$ cat src/rtl/spi_arb_pkg.sv
// -----------------------------------------------------------------------------
// spi_arb_pkg
// Shared definitions for the SPI arbiter: FSM state encoding and the frame
// returned to a requester when a transaction is abandoned on timeout.
// No ports (package).
// -----------------------------------------------------------------------------
package spi_arb_pkg;

  typedef logic [2:0] state_t;

  localparam state_t ST_IDLE      = 3'd0;
  localparam state_t ST_LOAD      = 3'd1;
  localparam state_t ST_START     = 3'd2;
  localparam state_t ST_WAIT_DONE = 3'd3;
  localparam state_t ST_RESP      = 3'd4;

  // Error response frame; sliced down to the configured frame width (<= 64).
  localparam logic [63:0] ERR_FRAME = '1;

endpackage

$ cat src/rtl/spi_arbiter_rr_select.sv
// -----------------------------------------------------------------------------
// rr_select
// Combinational round-robin picker: returns the first set request bit found
// when searching upward from ptr, wrapping modulo NUM_REQ.
// Ports:
//   req        in   NUM_REQ          request vector
//   ptr        in   $clog2(NUM_REQ)  highest-priority index
//   grant      out  NUM_REQ          one-hot grant (all zero when no request)
//   grant_idx  out  $clog2(NUM_REQ)  index of the granted bit
//   any        out  1                at least one request is set
// -----------------------------------------------------------------------------
module rr_select #(
  parameter int NUM_REQ = 4
) (
  input  logic [NUM_REQ-1:0]         req,
  input  logic [$clog2(NUM_REQ)-1:0] ptr,
  output logic [NUM_REQ-1:0]         grant,
  output logic [$clog2(NUM_REQ)-1:0] grant_idx,
  output logic                       any
);

  localparam int IDX_W = $clog2(NUM_REQ);

  logic             found;
  logic [IDX_W:0]   sum;
  logic [IDX_W-1:0] pos;

  always_comb begin
    grant     = '0;
    grant_idx = '0;
    found     = 1'b0;
    sum       = '0;
    pos       = '0;
    for (int k = 0; k < NUM_REQ; k++) begin
      // One extra bit holds ptr+k before the modulo fold.
      sum = {1'b0, ptr} + (IDX_W+1)'(k);
      if (sum >= (IDX_W+1)'(NUM_REQ)) begin
        sum = sum - (IDX_W+1)'(NUM_REQ);
      end
      pos = sum[IDX_W-1:0];
      if (!found && req[pos]) begin
        found     = 1'b1;
        grant[pos] = 1'b1;
        grant_idx = pos;
      end
    end
  end

  assign any = |req;

endmodule

$ cat src/rtl/spi_arbiter.sv
// -----------------------------------------------------------------------------
// spi_arbiter
// Shares one SPI master between NUM_REQ requesters. Round-robin grant, then
// one complete SPI transaction per grant: load frame/CS, start, wait done,
// capture the MISO frame and return it to the granted requester.
//
// Optional feature macro: SPI_ARB_TIMEOUT_EN
//   defined   : START and WAIT_DONE are bounded by TIMEOUT_CYCLES; on expiry
//               the requester receives an all-ones frame with r_resp_err_out=1.
//   undefined : both phases wait indefinitely; r_resp_err_out is tied to 0.
//
// Handshakes: a requester holds req_valid_in with its frame and CS stable
// until it sees its r_req_ready_out pulse; data/CS are sampled only at the
// grant. r_resp_valid_out pulses one cycle to the same requester, qualifying
// r_resp_data_out and r_resp_err_out.
//
// Ports:
//   clk_in                 in   1                 clock, rising edge
//   reset_n_in             in   1                 async active-low reset
//   req_valid_in           in   NUM_REQ           pending request per requester
//   req_data_in            in   NUM_REQ*SIZE      frame i at [i*SIZE +: SIZE]
//   req_cs_in              in   NUM_REQ*CS_WIDTH  CS index i at [i*CS_WIDTH +: CS_WIDTH]
//   r_req_ready_out        out  NUM_REQ           accept pulse
//   r_resp_valid_out       out  NUM_REQ           response pulse
//   r_resp_data_out        out  SIZE              received frame (held)
//   r_resp_err_out         out  1                 timeout flag
//   r_spi_data_out         out  SIZE              to spi data_in
//   r_spi_cs_select_out    out  CS_WIDTH          to spi cs_select_in
//   r_spi_send_enable_out  out  1                 to spi send_enable_in
//   spi_ready_in           in   1                 spi idle/done
//   spi_data_in            in   SIZE              spi received frame
//   r_busy_out             out  1                 high outside IDLE
//   state_dbg              out  3                 current FSM state
// -----------------------------------------------------------------------------
module spi_arbiter
  import spi_arb_pkg::*;
#(
  parameter int NUM_REQ        = 4,
  parameter int SIZE           = 40,
  parameter int CS_WIDTH       = 4,
  parameter int TIMEOUT_CYCLES = 4096
) (
  input  logic                         clk_in,
  input  logic                         reset_n_in,
  input  logic [NUM_REQ-1:0]           req_valid_in,
  input  logic [NUM_REQ*SIZE-1:0]      req_data_in,
  input  logic [NUM_REQ*CS_WIDTH-1:0]  req_cs_in,
  output logic [NUM_REQ-1:0]           r_req_ready_out,
  output logic [NUM_REQ-1:0]           r_resp_valid_out,
  output logic [SIZE-1:0]              r_resp_data_out,
  output logic                         r_resp_err_out,
  output logic [SIZE-1:0]              r_spi_data_out,
  output logic [CS_WIDTH-1:0]          r_spi_cs_select_out,
  output logic                         r_spi_send_enable_out,
  input  logic                         spi_ready_in,
  input  logic [SIZE-1:0]              spi_data_in,
  output logic                         r_busy_out,
  output state_t                       state_dbg
);

  localparam int IDX_W = $clog2(NUM_REQ);

  if (NUM_REQ < 2 || NUM_REQ > 8 || SIZE > 64 || TIMEOUT_CYCLES < 1) begin : g_param_check
    $error("spi_arbiter: parameter out of supported range");
  end

  state_t             state;
  logic [IDX_W-1:0]   ptr;
  logic [NUM_REQ-1:0] gnt_oh;
  logic [IDX_W-1:0]   gnt_idx;
  logic               saw_ready;
  logic               timed_out;

  logic [NUM_REQ-1:0] pick_grant;
  logic [IDX_W-1:0]   pick_idx;
  logic               pick_any;
  logic [SIZE-1:0]    sel_data;
  logic [CS_WIDTH-1:0] sel_cs;
  logic               start_done;
  logic               tmo_hit;

  rr_select #(
    .NUM_REQ (NUM_REQ)
  ) u_rr_select (
    .req       (req_valid_in),
    .ptr       (ptr),
    .grant     (pick_grant),
    .grant_idx (pick_idx),
    .any       (pick_any)
  );

  // Frame/CS of the latched grant.
  always_comb begin
    sel_data = '0;
    sel_cs   = '0;
    for (int i = 0; i < NUM_REQ; i++) begin
      if (gnt_oh[i]) begin
        sel_data = req_data_in[i*SIZE +: SIZE];
        sel_cs   = req_cs_in[i*CS_WIDTH +: CS_WIDTH];
      end
    end
  end

  // The spi has taken the frame only once ready was seen high during START
  // and has since dropped; a ready already low on entry is a previous,
  // unrelated busy period.
  assign start_done = saw_ready && !spi_ready_in;

`ifdef SPI_ARB_TIMEOUT_EN
  localparam int CNT_W = $clog2(TIMEOUT_CYCLES+1);

  logic [CNT_W-1:0] tmo_cnt;

  assign tmo_hit = (tmo_cnt == CNT_W'(TIMEOUT_CYCLES));

  // Cleared on entry to START (from LOAD) and to WAIT_DONE (START exit).
  always_ff @(posedge clk_in or negedge reset_n_in) begin
    if (!reset_n_in) begin
      tmo_cnt <= '0;
    end else if (state == ST_LOAD || (state == ST_START && start_done)) begin
      tmo_cnt <= '0;
    end else if ((state == ST_START || state == ST_WAIT_DONE) && !tmo_hit) begin
      tmo_cnt <= tmo_cnt + 1'b1;
    end
  end
`else
  assign tmo_hit = 1'b0;
`endif

  always_ff @(posedge clk_in or negedge reset_n_in) begin
    if (!reset_n_in) begin
      state                 <= ST_IDLE;
      ptr                   <= '0;
      gnt_oh                <= '0;
      gnt_idx               <= '0;
      saw_ready             <= 1'b0;
      timed_out             <= 1'b0;
      r_req_ready_out       <= '0;
      r_resp_valid_out      <= '0;
      r_resp_data_out       <= '0;
      r_spi_data_out        <= '0;
      r_spi_cs_select_out   <= '0;
      r_spi_send_enable_out <= 1'b0;
      r_busy_out            <= 1'b0;
    end else begin
      r_req_ready_out  <= '0;
      r_resp_valid_out <= '0;
      case (state)
        ST_IDLE: begin
          if (pick_any) begin
            gnt_oh     <= pick_grant;
            gnt_idx    <= pick_idx;
            r_busy_out <= 1'b1;
            state      <= ST_LOAD;
          end
        end
        ST_LOAD: begin
          r_spi_data_out        <= sel_data;
          r_spi_cs_select_out   <= sel_cs;
          r_req_ready_out       <= gnt_oh;
          r_spi_send_enable_out <= 1'b1;
          saw_ready             <= 1'b0;
          timed_out             <= 1'b0;
          state                 <= ST_START;
        end
        ST_START: begin
          if (spi_ready_in) begin
            saw_ready <= 1'b1;
          end
          if (start_done) begin
            r_spi_send_enable_out <= 1'b0;
            state                 <= ST_WAIT_DONE;
          end else if (tmo_hit) begin
            r_spi_send_enable_out <= 1'b0;
            timed_out             <= 1'b1;
            state                 <= ST_RESP;
          end
        end
        ST_WAIT_DONE: begin
          r_spi_send_enable_out <= 1'b0;
          if (spi_ready_in) begin
            state <= ST_RESP;
          end else if (tmo_hit) begin
            timed_out <= 1'b1;
            state     <= ST_RESP;
          end
        end
        ST_RESP: begin
          r_resp_data_out  <= timed_out ? ERR_FRAME[SIZE-1:0] : spi_data_in;
          r_resp_valid_out <= gnt_oh;
          ptr              <= (gnt_idx == IDX_W'(NUM_REQ-1)) ? '0 : gnt_idx + 1'b1;
          r_busy_out       <= 1'b0;
          state            <= ST_IDLE;
        end
        default: begin
          r_spi_send_enable_out <= 1'b0;
          r_busy_out            <= 1'b0;
          state                 <= ST_IDLE;
        end
      endcase
    end
  end

`ifdef SPI_ARB_TIMEOUT_EN
  always_ff @(posedge clk_in or negedge reset_n_in) begin
    if (!reset_n_in) begin
      r_resp_err_out <= 1'b0;
    end else if (state == ST_RESP) begin
      r_resp_err_out <= timed_out;
    end
  end
`else
  assign r_resp_err_out = 1'b0;
`endif

  assign state_dbg = state;

endmodule

$ cat config.mk
export PLATFORM = sky130hd
export DESIGN_NAME = spi_arbiter
export DESIGN_NICKNAME = d
export VERILOG_FILES = /design/src/rtl/spi_arb_pkg.sv /design/src/rtl/spi_arbiter_rr_select.sv /design/src/rtl/spi_arbiter.sv
export SDC_FILE = /design/constraint.sdc
export NUM_CORES = 1
export LEC_CHECK = 0
export BUFFER_PORTS_ARGS = -buffer_cell sky130_fd_sc_hd__buf_2
export CORE_AREA = 2 2 126 128
export DETAILED_ROUTE_END_ITERATION = 16
export DIE_AREA = 0 0 128 130
export PLACE_DENSITY_LB_ADDON = 0.2
export SETUP_SLACK_MARGIN = 0.4
export SYNTH_ARGS = -nofsm -noshare
export SYNTH_HDL_FRONTEND = slang
export SYNTH_SLANG_ARGS = --single-unit
$ cat constraint.sdc
create_clock -name clk_in -period 2.1 [get_ports clk_in]
set_input_delay 0.315 -clock clk_in [delete_from_list [all_inputs] [get_ports clk_in]]
set_output_delay 0.315 -clock clk_in [all_outputs]
set_load 0.05 [all_outputs]
==> impl_results.md <==
* Post-DRT Antenna Nets at 0
* Avg Cell Area, Syn at 8.45 um2
* Hold Fails Final Rpt at 0
* Ys Warns at 0
* Internal power at 6.88 mW
* GR Util met2 at 35.6%
* Clk slew on worst S/H paths at 0.08 ns
* Largest net degree at the start of global routing at 67
* First-pass detailed-route iteration total at 4
* First-pass GRT wire length at 28100 um
* Met1 Resource Use GR at 26.9%
* M3 GR Usage at 5.95%
* Fmax at 530 MHz
* Clock Latency Late Sink at 0.35 ns
* Port bufs at 319
* Synthesized net count at 901
* Post-synth cell types at 41
* Yosys top cell by area: dfrtp_1
* Post-synthesis sequential area ratio at 46.7%
* Routability cong. at 0.833
* Seq. cell area at 0.00266 mm2
* Filler cells at 1521
* Die W at 128 um
* CP endpoint kind: flip-flop
* Final Non-Filler Cells at 1176
* Via count at 5931
* Skew final at 0.00955 ns
* Cells after Synth at 672
* Max-Slew Margin vs Limit at 65.7%
* Footprint of the multi-input gates at 0.00279 mm2
* Cells after DPL at 1143
* Area Overhead vs Synth at 41.6%
* Max Slew Vio Count at 0
* Share of the synthesized area in the top cell type at 46.7%
* Gr usage total at 21.6%
* Leak pwr at 3.95 nW
* Share of layout cells above drive strength 1 at 40.3%
* Clk buf depth at 2
* Accumulated negative setup slack at 0 ns
* Slew @ Worst Pin at 0.515 ns
* Outcome: finished, final reports clean
* TritonCTS Buffers at 9
* Sw Share at 53.3%
* Layout net count at 1204
* Hold Path Class: input port to flip-flop
* Reg power frac at 25.0%
* CP Launch Type: flip-flop
* P per Cell Area at 1830 mW/mm2
* Top cells by area, synth: dfrtp_1, nand2_1, a21oi_1
* Sink Count at 106
* WL/cell at 16.3 um
* Initial antenna violation count at 3
* Final core occ at 52.1%
* Clock root buffer master: clkbuf_16
* Die height at 130 um
* Vias/cell at 5.04
* CP max FO at 5
* Maximum VDD drop at 0.000975 V
* DRC viols at 0
* Post-synth design cell area at 0.00568 mm2
* Final worst path period need at 1.89 ns
* RSZ-0062 raised after global routing: true
* Core area at 0.0154 mm2
* Routed wire length at 19200 um
* Switching power at 7.84 mW
* Tcrit/Tclk final at 89.9%
* DRT iter0 DRCs at 245
* Clk pwr share at 11.9%
* Max cap viols at 0
* Std cell rows at 46
* Post-DP HPWL at 13800 um
* Post-synthesis register bit count at 106
* Final setup viols at 0
* Die area at 0.0166 mm2
* Worst Path Required at 2.33 ns
* Critical path class: flip-flop to flip-flop
* Vias in the first global route at 5398
* Initial core utilization at 36.8%
* GRT Max-Usage Layer: met2
* TritonCTS clock tree: built
* H-Tree Depth at 3
* Worst Path Arrival at 2.12 ns
* GRT overflow at 0
* IO Pins at 321
* Power share of the combinational group at 63.1%
[kinds of logic after synthesis]
kind of cell,Yosys count,synth area share [%]
compound gates,173,19.5
fa+ha+maj,6,1.32
buf+inv,67,5.73
flops,106,46.7
mux,7,1.81
other cells,1,0.0661
simple gates,312,24.8
[what timing repair did]
item                                    CTS  global route
buffers inserted                          4             6
endpoints found under the setup margin    6            42
pin swaps                                 6             4
endpoints found under the hold margin    40             0
gates cloned                              0             2
resized for setup                         6             2
hold buffers                              1             0
[flip-flops by register name, indices dropped and copies added (netlist names)]
register,flops
r_resp_data_out,40
r_busy_out,1
ptr,2
r_spi_send_enable_out,1
gnt_idx,2
r_resp_valid_out,4
gnt_oh,4
r_req_ready_out,4
r_spi_data_out,40
state_dbg,3
r_spi_cs_select_out,4
saw_ready,1
[cells in the mapped netlist, drive strengths merged]
master and count:
o22ai 5, dfrtp 106, or2b 3, o211ai 4
a31oi 2, mux4 2, nand3b 3, and3 5
nor2 56, ha 6, mux2 3, nor3 47
o21ai 14, mux2i 2, buf 21, o31ai 1
inv 7, o211a 1, o21a 1, conb 1
a211o 1, and2 5, nor2b 45, nand4b 1
o2111ai 1, a32oi 1, o2bb2ai 1, clkbuf 39
nand2b 1, a2111oi 1, nand2 144, nand3 2
a221oi 47, a21oi 93
[metal layers]
metal	vias up	wire length, um
met5	-	0
met4	0	414
met3	27	1640
met2	236	9020
met1	2720	8110
li1	2948	-
[worst paths after layout]
path | startpoint | endpoint | slack, ns | cells past startpoint
worst max-delay path | ptr[1] | gnt_oh[1] | 0.21 | 7
worst min-delay path | spi_data_in[3] | r_resp_data_out[3] | 0.15 | 3
worst max register to register | ptr[1] | gnt_oh[1] | 0.21 | 7
worst min register to register | r_resp_data_out[19] | r_resp_data_out[19] | 0.47 | 2
max in group asynchronous | reset_n_in | r_spi_data_out[15] | 1.26 | 3
min in group asynchronous | reset_n_in | gnt_idx[0] | 0.49 | 3
[cell type report]
type | count | area share (%)
inverter | 7 | 0.420
antenna | 4 | 0.125
timing repair buffer | 352 | 24.9
sequential | 106 | 33.1
clock buffer | 9 | 2.80
tap | 192 | 2.99
multi-input combinational | 499 | 34.7
clock inverter | 7 | 0.981
[stage by stage]
step | hold WS [ns] | setup WS, ns | total power, mW | cell area (um2)
2_1_floorplan | 0.0194 | 0.0751 | 10.3 | 5740
3_3_place_gp | 0.323 | 0.156 | 12.6 | 7560
3_5_place_dp | 0.323 | 0.114 | 12.7 | 7560
4_1_cts | 0.132 | 0.206 | 14.7 | 7920
5_1_grt | 0.148 | 0.108 | 15.7 | 8030
6_report | 0.147 | 0.212 | 14.7 | 8040
[critical path, stage by stage, from the launching register on]
cell and delay [ns]:
dfrtp_1 0.41, inv_6 0.05, ha_4 0.27, mux2i_4 0.20, mux2_4 0.30, o211a_4 0.18
a221oi_2 0.25, o22ai_1 0.11
[power groups by stage]
stage / Sequential (mW) / Combinational [mW] / Clock (mW)
final: 3.69 / 9.29 / 1.75
after floorplan: 6.60 / 3.75 / 0
after global routing: 3.82 / 10.0 / 1.87
after global placement: 3.68 / 8.92 / 0
after detailed placement: 3.68 / 9.03 / 0
after CTS: 3.69 / 9.16 / 1.80
[cell usage in the layout, fill, tap and decap left out, types with 6 or more instances in the layout]
cell type	netlist	final
nor2b_1	45	44
a221oi_1	47	43
nand2_1	144	144
nor2_1	53	51
dfrtp_2	0	6
buf_4	3	22
nor3_1	47	47
o21ai_0	14	14
buf_12	0	9
a21oi_1	93	93
dfrtp_1	106	100
buf_2	13	318
clkbuf_16	0	11
Power figures use the tool's default switching activity.
